File: src/rtl/stage_4_mem_pkg.sv
// Shared encodings and lane helpers for the memory-access pipeline stage.
package stage_4_mem_pkg;

  localparam logic [6:0] OPC_LOAD   = 7'b0000011;
  localparam logic [6:0] OPC_STORE  = 7'b0100011;
  localparam logic [6:0] OPC_BRANCH = 7'b1100011;
  localparam logic [6:0] OPC_OP_IMM = 7'b0010011;
  localparam logic [6:0] OPC_OP     = 7'b0110011;

  localparam logic [2:0] F3_LB  = 3'b000;
  localparam logic [2:0] F3_LH  = 3'b001;
  localparam logic [2:0] F3_LW  = 3'b010;
  localparam logic [2:0] F3_LBU = 3'b100;
  localparam logic [2:0] F3_LHU = 3'b101;
  localparam logic [2:0] F3_SB  = 3'b000;
  localparam logic [2:0] F3_SH  = 3'b001;
  localparam logic [2:0] F3_SW  = 3'b010;

  typedef enum logic [1:0] {
    ST_IDLE,
    ST_REQ,
    ST_RESP
  } state_e;

  function automatic logic [31:0] sign_extend8(input logic [7:0] v);
    return {{24{v[7]}}, v};
  endfunction

  function automatic logic [31:0] sign_extend16(input logic [15:0] v);
    return {{16{v[15]}}, v};
  endfunction

  // Legal func_3 for the direction and naturally aligned for its width.
  function automatic logic access_ok(input logic is_store, input logic [2:0] f3,
                                     input logic [1:0] lo);
    logic ok;
    case (f3)
      F3_LB:   ok = 1'b1;
      F3_LH:   ok = (lo[0] == 1'b0);
      F3_LW:   ok = (lo == 2'b00);
      F3_LBU:  ok = !is_store;
      F3_LHU:  ok = !is_store && (lo[0] == 1'b0);
      default: ok = 1'b0;
    endcase
    return ok;
  endfunction

endpackage

File: src/rtl/stage_4_mem_load_align.sv
// Extracts and extends the addressed byte/half/word from a memory read word.
module mem_load_align
  import stage_4_mem_pkg::*;
(
  input  logic [31:0] rdata_i,
  input  logic [1:0]  addr_lo_i,
  input  logic [2:0]  func_3_i,
  output logic [31:0] load_o
);

  logic [7:0]  byte_v;
  logic [15:0] half_v;

  always_comb begin
    byte_v = rdata_i[{addr_lo_i, 3'b000} +: 8];
    half_v = rdata_i[{addr_lo_i[1], 4'b0000} +: 16];
    case (func_3_i)
      F3_LB:   load_o = sign_extend8(byte_v);
      F3_LBU:  load_o = {24'h000000, byte_v};
      F3_LH:   load_o = sign_extend16(half_v);
      F3_LHU:  load_o = {16'h0000, half_v};
      default: load_o = rdata_i;
    endcase
  end

endmodule

File: src/rtl/stage_4_mem.sv
// Memory-access stage: ALU results pass through, loads/stores run a req/ack
// transaction with timeout; one writeback record per accepted op.
module stage_4_mem
  import stage_4_mem_pkg::*;
#(
  parameter int unsigned TIMEOUT = 255,
  parameter int unsigned CNT_W   = 8
) (
  input  logic        clk,
  input  logic        reset,
  input  logic        i_valid,
  output logic        o_ready,
  input  logic [31:0] i_alu_out,
  input  logic [31:0] i_rs_2,
  input  logic [4:0]  i_rd_num,
  input  logic [6:0]  i_opcode,
  input  logic [2:0]  i_func_3,
  input  logic        i_op_type,
  output logic        mem_req,
  output logic        mem_we,
  output logic [31:0] mem_addr,
  output logic [31:0] mem_wdata,
  output logic [3:0]  mem_be,
  input  logic        mem_ack,
  input  logic [31:0] mem_rdata,
  output logic        o_valid,
  output logic [4:0]  o_rd_num,
  output logic [31:0] o_wb_data,
  output logic        o_wb_en,
  output logic        o_misalign,
  output logic        o_bus_err
);

  state_e           state_q;
  logic [CNT_W-1:0] cnt_q, cnt_d;
  logic [1:0]       addr_lo_q;
  logic [2:0]       func_3_q;
  logic             ld_wb_en_q;

  logic        is_store, ok, alu_wb_en;
  logic [3:0]  be_d;
  logic [31:0] wdata_d, load_val;

  mem_load_align u_load_align (
    .rdata_i   (mem_rdata),
    .addr_lo_i (addr_lo_q),
    .func_3_i  (func_3_q),
    .load_o    (load_val)
  );

  always_comb begin
    is_store  = (i_opcode == OPC_STORE);
    ok        = access_ok(is_store, i_func_3, i_alu_out[1:0]);
    alu_wb_en = (i_opcode != OPC_STORE) && (i_opcode != OPC_BRANCH) && (i_rd_num != 5'd0);
    cnt_d     = cnt_q + 1'b1;
    case (i_func_3[1:0])
      2'b00: begin
        be_d    = 4'b0001 << i_alu_out[1:0];
        wdata_d = {4{i_rs_2[7:0]}};
      end
      2'b01: begin
        be_d    = 4'b0011 << i_alu_out[1:0];
        wdata_d = {2{i_rs_2[15:0]}};
      end
      default: begin
        be_d    = 4'hF;
        wdata_d = i_rs_2;
      end
    endcase
  end

  always_ff @(posedge clk) begin
    if (reset) begin
      state_q    <= ST_IDLE;
      cnt_q      <= '0;
      addr_lo_q  <= '0;
      func_3_q   <= '0;
      ld_wb_en_q <= 1'b0;
      o_ready    <= 1'b1;
      mem_req    <= 1'b0;
      mem_we     <= 1'b0;
      mem_addr   <= '0;
      mem_wdata  <= '0;
      mem_be     <= '0;
      o_valid    <= 1'b0;
      o_rd_num   <= '0;
      o_wb_data  <= '0;
      o_wb_en    <= 1'b0;
      o_misalign <= 1'b0;
      o_bus_err  <= 1'b0;
    end else begin
      o_valid    <= 1'b0;
      o_misalign <= 1'b0;
      o_bus_err  <= 1'b0;
      case (state_q)
        ST_IDLE: begin
          if (i_valid && o_ready) begin
            o_rd_num <= i_rd_num;
            if (!i_op_type) begin
              o_valid   <= 1'b1;
              o_wb_data <= i_alu_out;
              o_wb_en   <= alu_wb_en;
            end else if (!ok) begin
              o_valid    <= 1'b1;
              o_misalign <= 1'b1;
              o_wb_data  <= '0;
              o_wb_en    <= 1'b0;
            end else begin
              state_q    <= ST_REQ;
              o_ready    <= 1'b0;
              mem_req    <= 1'b1;
              mem_we     <= is_store;
              mem_addr   <= {i_alu_out[31:2], 2'b00};
              mem_wdata  <= wdata_d;
              mem_be     <= be_d;
              cnt_q      <= '0;
              addr_lo_q  <= i_alu_out[1:0];
              func_3_q   <= i_func_3;
              ld_wb_en_q <= !is_store && (i_rd_num != 5'd0);
            end
          end
        end
        ST_REQ: begin
          // An ack in the final timeout cycle still completes the access.
          if (mem_ack) begin
            mem_req   <= 1'b0;
            state_q   <= ST_RESP;
            o_valid   <= 1'b1;
            o_wb_en   <= ld_wb_en_q;
            o_wb_data <= mem_we ? '0 : load_val;
          end else if (cnt_d == CNT_W'(TIMEOUT)) begin
            mem_req   <= 1'b0;
            state_q   <= ST_RESP;
            o_valid   <= 1'b1;
            o_bus_err <= 1'b1;
            o_wb_en   <= 1'b0;
            o_wb_data <= '0;
          end else begin
            cnt_q <= cnt_d;
          end
        end
        default: begin
          state_q <= ST_IDLE;
          o_ready <= 1'b1;
        end
      endcase
    end
  end

endmodule
File: config.mk
export PLATFORM = sky130hd
export DESIGN_NAME = stage_4_mem
export DESIGN_NICKNAME = d
export VERILOG_FILES = /design/src/rtl/stage_4_mem_pkg.sv /design/src/rtl/stage_4_mem_load_align.sv /design/src/rtl/stage_4_mem.sv
export SDC_FILE = /design/constraint.sdc
export NUM_CORES = 1
export LEC_CHECK = 0
export ABC_AREA = 1
export BUFFER_PORTS_ARGS = -buffer_cell sky130_fd_sc_hd__buf_2
export CAP_MARGIN = 20
export CORE_ASPECT_RATIO = 0.5
export CORE_UTILIZATION = 50
export CTS_BUF_LIST = sky130_fd_sc_hd__clkbuf_8 sky130_fd_sc_hd__clkbuf_16
export DETAILED_ROUTE_END_ITERATION = 16
export PLACE_DENSITY = 0.81
export RECOVER_POWER = 25
export SKIP_CTS_REPAIR_TIMING = 1
export SLEW_MARGIN = 20
export SYNTH_ARGS = -nofsm -noshare
export SYNTH_HDL_FRONTEND = slang
export SYNTH_SLANG_ARGS = --single-unit
File: constraint.sdc
create_clock -name clk -period 2.37 [get_ports clk]
set_input_delay 0.1185 -clock clk [delete_from_list [all_inputs] [get_ports clk]]
set_output_delay 0.1185 -clock clk [all_outputs]
set_load 0.01 [all_outputs]
# [After elaboration in Yosys (flattened, before gate mapping)]
# Index checks and enable logic that the tools add are counted.
[classes] addsub=1 eq_ne=20 shift=4 n_mux=44 n_bitwise=5 reduce_logical=22
[op_table] cell="two-way mux 32 bit" n=6
[op_table] cell="one-hot mux 32 bit (2 select lines)" n=2
[op_table] cell="one-hot mux 32 bit (4 select lines)" n=1
[op_table] cell="two-way mux 8 bit" n=5
[op_table] cell="variable part select 32 x 6 -> 16 bit" n=1
[op_table] cell="variable part select 32 x 6 -> 8 bit" n=1
[op_table] cell="two-way mux 1 bit" n=17
[op_table] cell="one-hot mux 8 bit (2 select lines)" n=1
[op_table] cell="AND reduction 4 bit" n=4
[op_table] cell="== test 3 bit, second input constant" n=4
[op_table] cell="two-way mux 2 bit" n=5
[op_table] cell="inequality test 2 bit, second input constant" n=5
[op_table] cell="adder 8 x 1 -> 8 bit, second input constant" n=1
[op_table] cell="== test 8 bit, second input constant" n=1
[op_table] cell="one-hot mux 1 bit (2 select lines)" n=4
[op_table] cell="one-hot mux 4 bit (2 select lines)" n=1
[op_table] cell="== test 7 x 6 -> 1 bit, second input constant" n=1
[op_table] cell="inequality test 7 x 6 -> 1 bit, second input constant" n=1
[op_table] cell="inequality test 7 bit, second input constant" n=1
[op_table] cell="== test 3 x 1 -> 1 bit, second input constant" n=2
[op_table] cell="logical NOT 2 bit" n=3
[op_table] cell="logical NOT 3 bit" n=2
[op_table] cell="inequality test 3 bit, second input constant" n=2
[op_table] cell="AND reduction 6 bit" n=1
[op_table] cell="other kinds (15)" n=24
[totals] ff_bits=126 input_bits=116 output_inout_bits=112 elab_cells=113

# [Depth between registers and ports, before layout]
[logic_depth] word_depth=8 depth_mapped=14 ltp_nobuf=13

# [By module]
# A second synthesis with hierarchy kept.
[unflattened] cells_unflattened=958 hier_area_um2=6332.3
[by_module_without_submodules] mod="stage_4_mem" n_inst=1 cells_each=789 area_per_inst_um2=5460.2 seq_area_each_um2=2522.4
[by_module_without_submodules] mod="mem_load_align" n_inst=1 cells_each=169 area_per_inst_um2=872.1 seq_area_each_um2=0.0

# [Worst setup path after synthesis]
# No wires, ideal clock.
[synth_timing] path_type="register to register" start="reg cnt_q[1]" end="reg o_wb_data[17]" setup_time_ps=113 arrival_ps=1627 required_time_ps=2257 slack_ps=630 path_stages_with_launch=15 n_path_buf=2 period_less_slack_ps=1740 path_cell_list="dfxtp_1 ha_1 inv_1 nand2_1 nand2_1 nor2_1 nand3_1 nor2_4 nand3_4 nand3_2 buf_6 buf_6 nand2_1 nand2_1 nor2_1"
[synth_via] elab_chain_cells=4
[synth_rtl] element="start: declaration" line="stage_4_mem.sv:35" source="logic [CNT_W-1:0] cnt_q, cnt_d;"
[synth_rtl] element="start signal: assignment" line="stage_4_mem.sv:139" source="cnt_q <= cnt_d;"
[synth_rtl] element="adder 8 x 1 -> 8 bit" line="stage_4_mem.sv:55" source="cnt_d = cnt_q + 1'b1;"
[synth_rtl] element="== test 8 bit" line="stage_4_mem.sv:131" source="end else if (cnt_d == CNT_W'(TIMEOUT)) begin"
[synth_rtl] element="inequality test 3 bit (no source line)"
[synth_rtl] element="AND reduction 4 bit (no source line)"
[synth_rtl] element="end signal: assignment" line="stage_4_mem.sv:101" source="o_wb_data <= i_alu_out;"
[synth_rtl] element="end signal: assignment" line="stage_4_mem.sv:130" source="o_wb_data <= mem_we ? '0 : load_val;"
[synth_rtl] element="end: declaration" line="stage_4_mem.sv:28" source="output logic [31:0] o_wb_data,"
# No other way between the ends.
# A chain may end at the register's enable or synchronous reset.

# [Final worst setup path]
[layout_timing] start="reg state_q[1]" end="reg func_3_q[0]"
[layout_via] elab_chain_cells=2
[layout_rtl] element="start: declaration" line="stage_4_mem.sv:34" source="state_e state_q;"
[layout_rtl] element="start signal: assignment" line="stage_4_mem.sv:74" source="state_q <= ST_IDLE;"
[layout_rtl] element="start signal: assignment" line="stage_4_mem.sv:109" source="state_q <= ST_REQ;"
[layout_rtl] element="start signal: assignment" line="stage_4_mem.sv:127" source="state_q <= ST_RESP;"
[layout_rtl] element="logical NOT 2 bit" line="stage_4_mem.sv:95" source="case (state_q)"
[layout_rtl] element="AND reduction 4 bit (no source line)"
[layout_rtl] element="end signal: assignment" line="stage_4_mem.sv:118" source="func_3_q <= i_func_3;"
[layout_rtl] element="end: declaration" line="stage_4_mem.sv:37" source="logic [2:0] func_3_q;"
# No other way between the ends.

==> impl_results.md <==
- Status: finished, violations left
- Failing checks: negative hold slack
- Number of nets with antenna violations after routing: 0
- Fillcell total: just over 1000
- Io pins: 228
- HPWL after DPL: approximately 13000 um
- Critical path cell sequence: nor2_1 -> inv_1 -> nor2_2 -> inv_2 -> nor2_4 -> inv_2 -> buf_12 -> o21ai_0 -> a21oi_1
- Mux cell area share after synthesis: 0%
- Syn Area/Cell: ~6.8 um^2
- PD cells: roughly 700 mW/mm^2
- Startpoint Class: flop
- Mapped cell area: between 0.006 and 0.007 mm^2
- Setup violators final: 0
- Skew final: 10.5 ps
- P_sw: around 1600 uW
- CTS max path bufs: 2
- TritonCTS clock tree: yes
- Hold Path Stages: 3
- Overflow after GRT: 0
- Synth Instances: approximately 890
- H-tree levels: 4
- Netlist cell types: 39
- Setup TNS: 0 ps
- Max Cap Violations: 0
- Vias in the first global route: ~6000
- Place WS: 279 ps
- Overall die height: between 80 and 90 um
- Overall routed net length: about 20000 um
- Final hold vios: 5
- Die Span X: about 160 um
- Combinational share of power: between 10% and 20%
- Core area: between 0.01 and 0.015 mm^2
- Worst-path fanout max: ~50
- DRC: 0
- DR vias/cell: about 5.4
- CP Capture Type: flop
- Unrepaired setup endpoints after global routing: false
- Die area: between 0.01 and 0.015 mm^2
- DRC violation total after the first TritonRoute iteration: roughly 550
- CP Class: flop to flop
- Main combinational cell family by area after synthesis: simple AND/OR/NAND/NOR gates
- Slew Viols, Final: 0
- Adder-Cell Fraction of Synth Area: less than 1%
- End of the worst hold path: mem_wdata[21]$_SDFFE_PP0P_
- Synth Area in XOR/XNOR: 0%
- N_diodes: 0
- Reg2reg end: func_3_q[0]$_SDFFE_PP0P_
- Drt pass-1 iters: 6
- TritonCTS Buffers: 17
- Worst path required time: approximately 2700 ps
- Slowest CP cell: dfxtp_1
- Worst path top cell family by delay: buffers and inverters
- Final GP Congestion: 0.903
- Clk sink count: around 130
- Yosys top cell area share: around two fifths
- Sequential power share: approximately two fifths
- Num rows: 28
- Worst IR Drop VDD: between 0.4 and 0.5 mV
- WP data arrival: around 2400 ps
- Slew @ Worst Pin: approximately 730 ps
- Hold_sp: i_rs_2[21]
- Leak pwr: about 0.0039 uW
- Layout cells sized above 1: about a fifth
- RR Startpoint: state_q[1]$_SDFFE_PP0P_
- Worst reg2reg setup slack: approximately 220 ps
- Syn-to-layout area delta: 35.1%
- Compound-Gate Fraction of Synth Area: 19.5%
- Final Util: a little over two thirds
- Max_slew headroom: ~52%
- Switching part of the total: 27.8%
- Clock slew at reported path FFs: about 50 ps
- Fin nets: 1259
- Fin crit share: 90.9%
- Starting Density: roughly half
- Final worst slack: 215 ps
- Register area share after synthesis: about two fifths
- Synth warn: 0
- CTS root buf: clkbuf_16
- Clock Latency Late Sink: between 400 and 500 ps
- Post-Synth Simple-Gate Area: a little under a third
- Internal power: around 4200 uW
- Highest clock rate: 464 MHz
- Yosys top cell by area: dfxtp_1
- WL per Instance: around 15 um
- CP peak stage delay: between 300 and 400 ps
- Hold crit path type: primary input to flop
- Hold Worst Slack: -26.0 ps
- #FFs+latches synth: ~130
- Largest cells by area after synthesis: dfxtp_1, nand2_1, nor2_1
- Final min period: 2150 ps
- WP buf/inv: 4
- GRT Resource Usage Total: roughly 29%
- Path depth of the worst reg2reg path: 9
- Most used cell, CP: inv_2
- Clock power frac: between 40% and 50%
- Antenna violations before repair: 0
- First-pass GRT wire length: between 20000 and 30000 um
- Pin count of the biggest net entering global routing: 83
- Vias: roughly 7100
- Port-buffer cells: around 230
state kept, by name (all words and copies together) (netlist names), 3 cells and up:
signal,cells
mem_wdata,32
mem_be,4
mem_addr,30
o_wb_data,32
o_rd_num,5
cnt_q,8
func_3_q,3
power groups by stage:
stage / logic (uW) / clock network [uW] / registers (uW)
after CTS: 884 / 2540 / 2320
after detailed placement: 879 / 0 / 2370
after global placement: 860 / 0 / 2360
after global routing: 1030 / 2650 / 2340
after floorplan: 479 / 0 / 2420
final: 939 / 2520 / 2330
metal layers:
metal / track usage, % / vias to the layer above / wire [um]
met5: 0 / - / 0
met1: 37.9 / 3255 / 8300
met3: 5.88 / 33 / 1690
li1: - / 3421 / -
met4: 11.1 / 0 / 348
met2: 49.0 / 352 / 9510
cells by family (layout without fill, tap and decap cells):
logic type / Yosys count / count (layout)
and+or+nand+nor: 449 / 449
AOI/OAI and AO/OA: 208 / 208
DFF: 126 / 126
buffers and inverters: 107 / 367
adders and majority gates: 2 / 2
other: 1 / 2
cells in the final DEF (no fill, tap or decap), drive strengths merged:
cell         synthesis  routed
bufinv               0       2
dfxtp              126     126
o21bai               2       2
o22ai                1       1
o211a                1       1
clkbuf              25      77
nand3               28      28
conb                 1       2
ha                   2       2
o21a                 3       3
o311ai               2       2
a211oi               1       1
or2                  1       1
clkinv               0       7
a32oi                1       1
nand3b               3       3
a21oi               62      62
nand2              207     207
a22oi               26      26
clkinvlp             0       2
nor2               200     200
nor4                 1       1
a21boi               1       1
o21ai               85      85
nand4                5       5
inv                 49      52
a31oi               14      14
o211ai               9       9
buf                 33     182
nor3                 4       4
dlygate4sd3          0      45
through the flow:
| stage | hold WS [ps] | total power [uW] | std cells | instance area (um^2) |
|---|---|---|---|---|
| finish | -26.0 | 5780 | 1319 | 8240 |
| global route | 0.0455 | 6030 | 1319 | 8240 |
| CTS | -63.6 | 5740 | 1274 | 7870 |
| floorplan | 197 | 2900 | 894 | 6100 |
| global placement | 359 | 3220 | 1242 | 7300 |
| detailed placement | 366 | 3240 | 1242 | 7300 |
synth_stat cells, drive strengths merged:
cell type / instances
a211oi: 1
a21boi: 1
a21oi: 62
a22oi: 26
a31oi: 14
a32oi: 1
buf: 33
clkbuf: 25
conb: 1
dfxtp: 126
ha: 2
inv: 49
nand2: 207
nand3: 28
nand3b: 3
nand4: 5
nor2: 200
nor3: 4
nor4: 1
o211a: 1
o211ai: 9
o21a: 3
o21ai: 85
o21bai: 2
o22ai: 1
o311ai: 2
or2: 1
worst min-delay path: stages:
cell and delay (ps):
buf_2 100, nand2_1 60, a21oi_1 60
layout make-up:
type / count / area (um^2) / share of cell area [%]
multi-input combinational: 661 / 3090 / 37.5
timing repair buffer: 286 / 1670 / 20.3
inverter: 49 / 184 / 2.23
sequential: 126 / 2520 / 30.6
clock inverter: 14 / 129 / 1.56
clock buffer: 18 / 439 / 5.33
tap: 165 / 206 / 2.50
worst max path at each step:
stage | from | to | slack, ps | cells past startpoint
2_1_floorplan | cnt_q[1]$_SDFFE_PP0P_ | o_wb_data[17]$_SDFFE_PP0P_ | 630 | 14
3_3_place_gp | state_q[1]$_SDFFE_PP0P_ | func_3_q[0]$_SDFFE_PP0P_ | 370 | 9
3_5_place_dp | state_q[1]$_SDFFE_PP0P_ | func_3_q[0]$_SDFFE_PP0P_ | 280 | 9
4_1_cts | state_q[1]$_SDFFE_PP0P_ | func_3_q[0]$_SDFFE_PP0P_ | 270 | 9
5_1_grt | state_q[1]$_SDFFE_PP0P_ | func_3_q[0]$_SDFFE_PP0P_ | 60 | 9
6_report | state_q[1]$_SDFFE_PP0P_ | func_3_q[0]$_SDFFE_PP0P_ | 220 | 9
No activity file was read; power rests on OpenSTA's default activity.
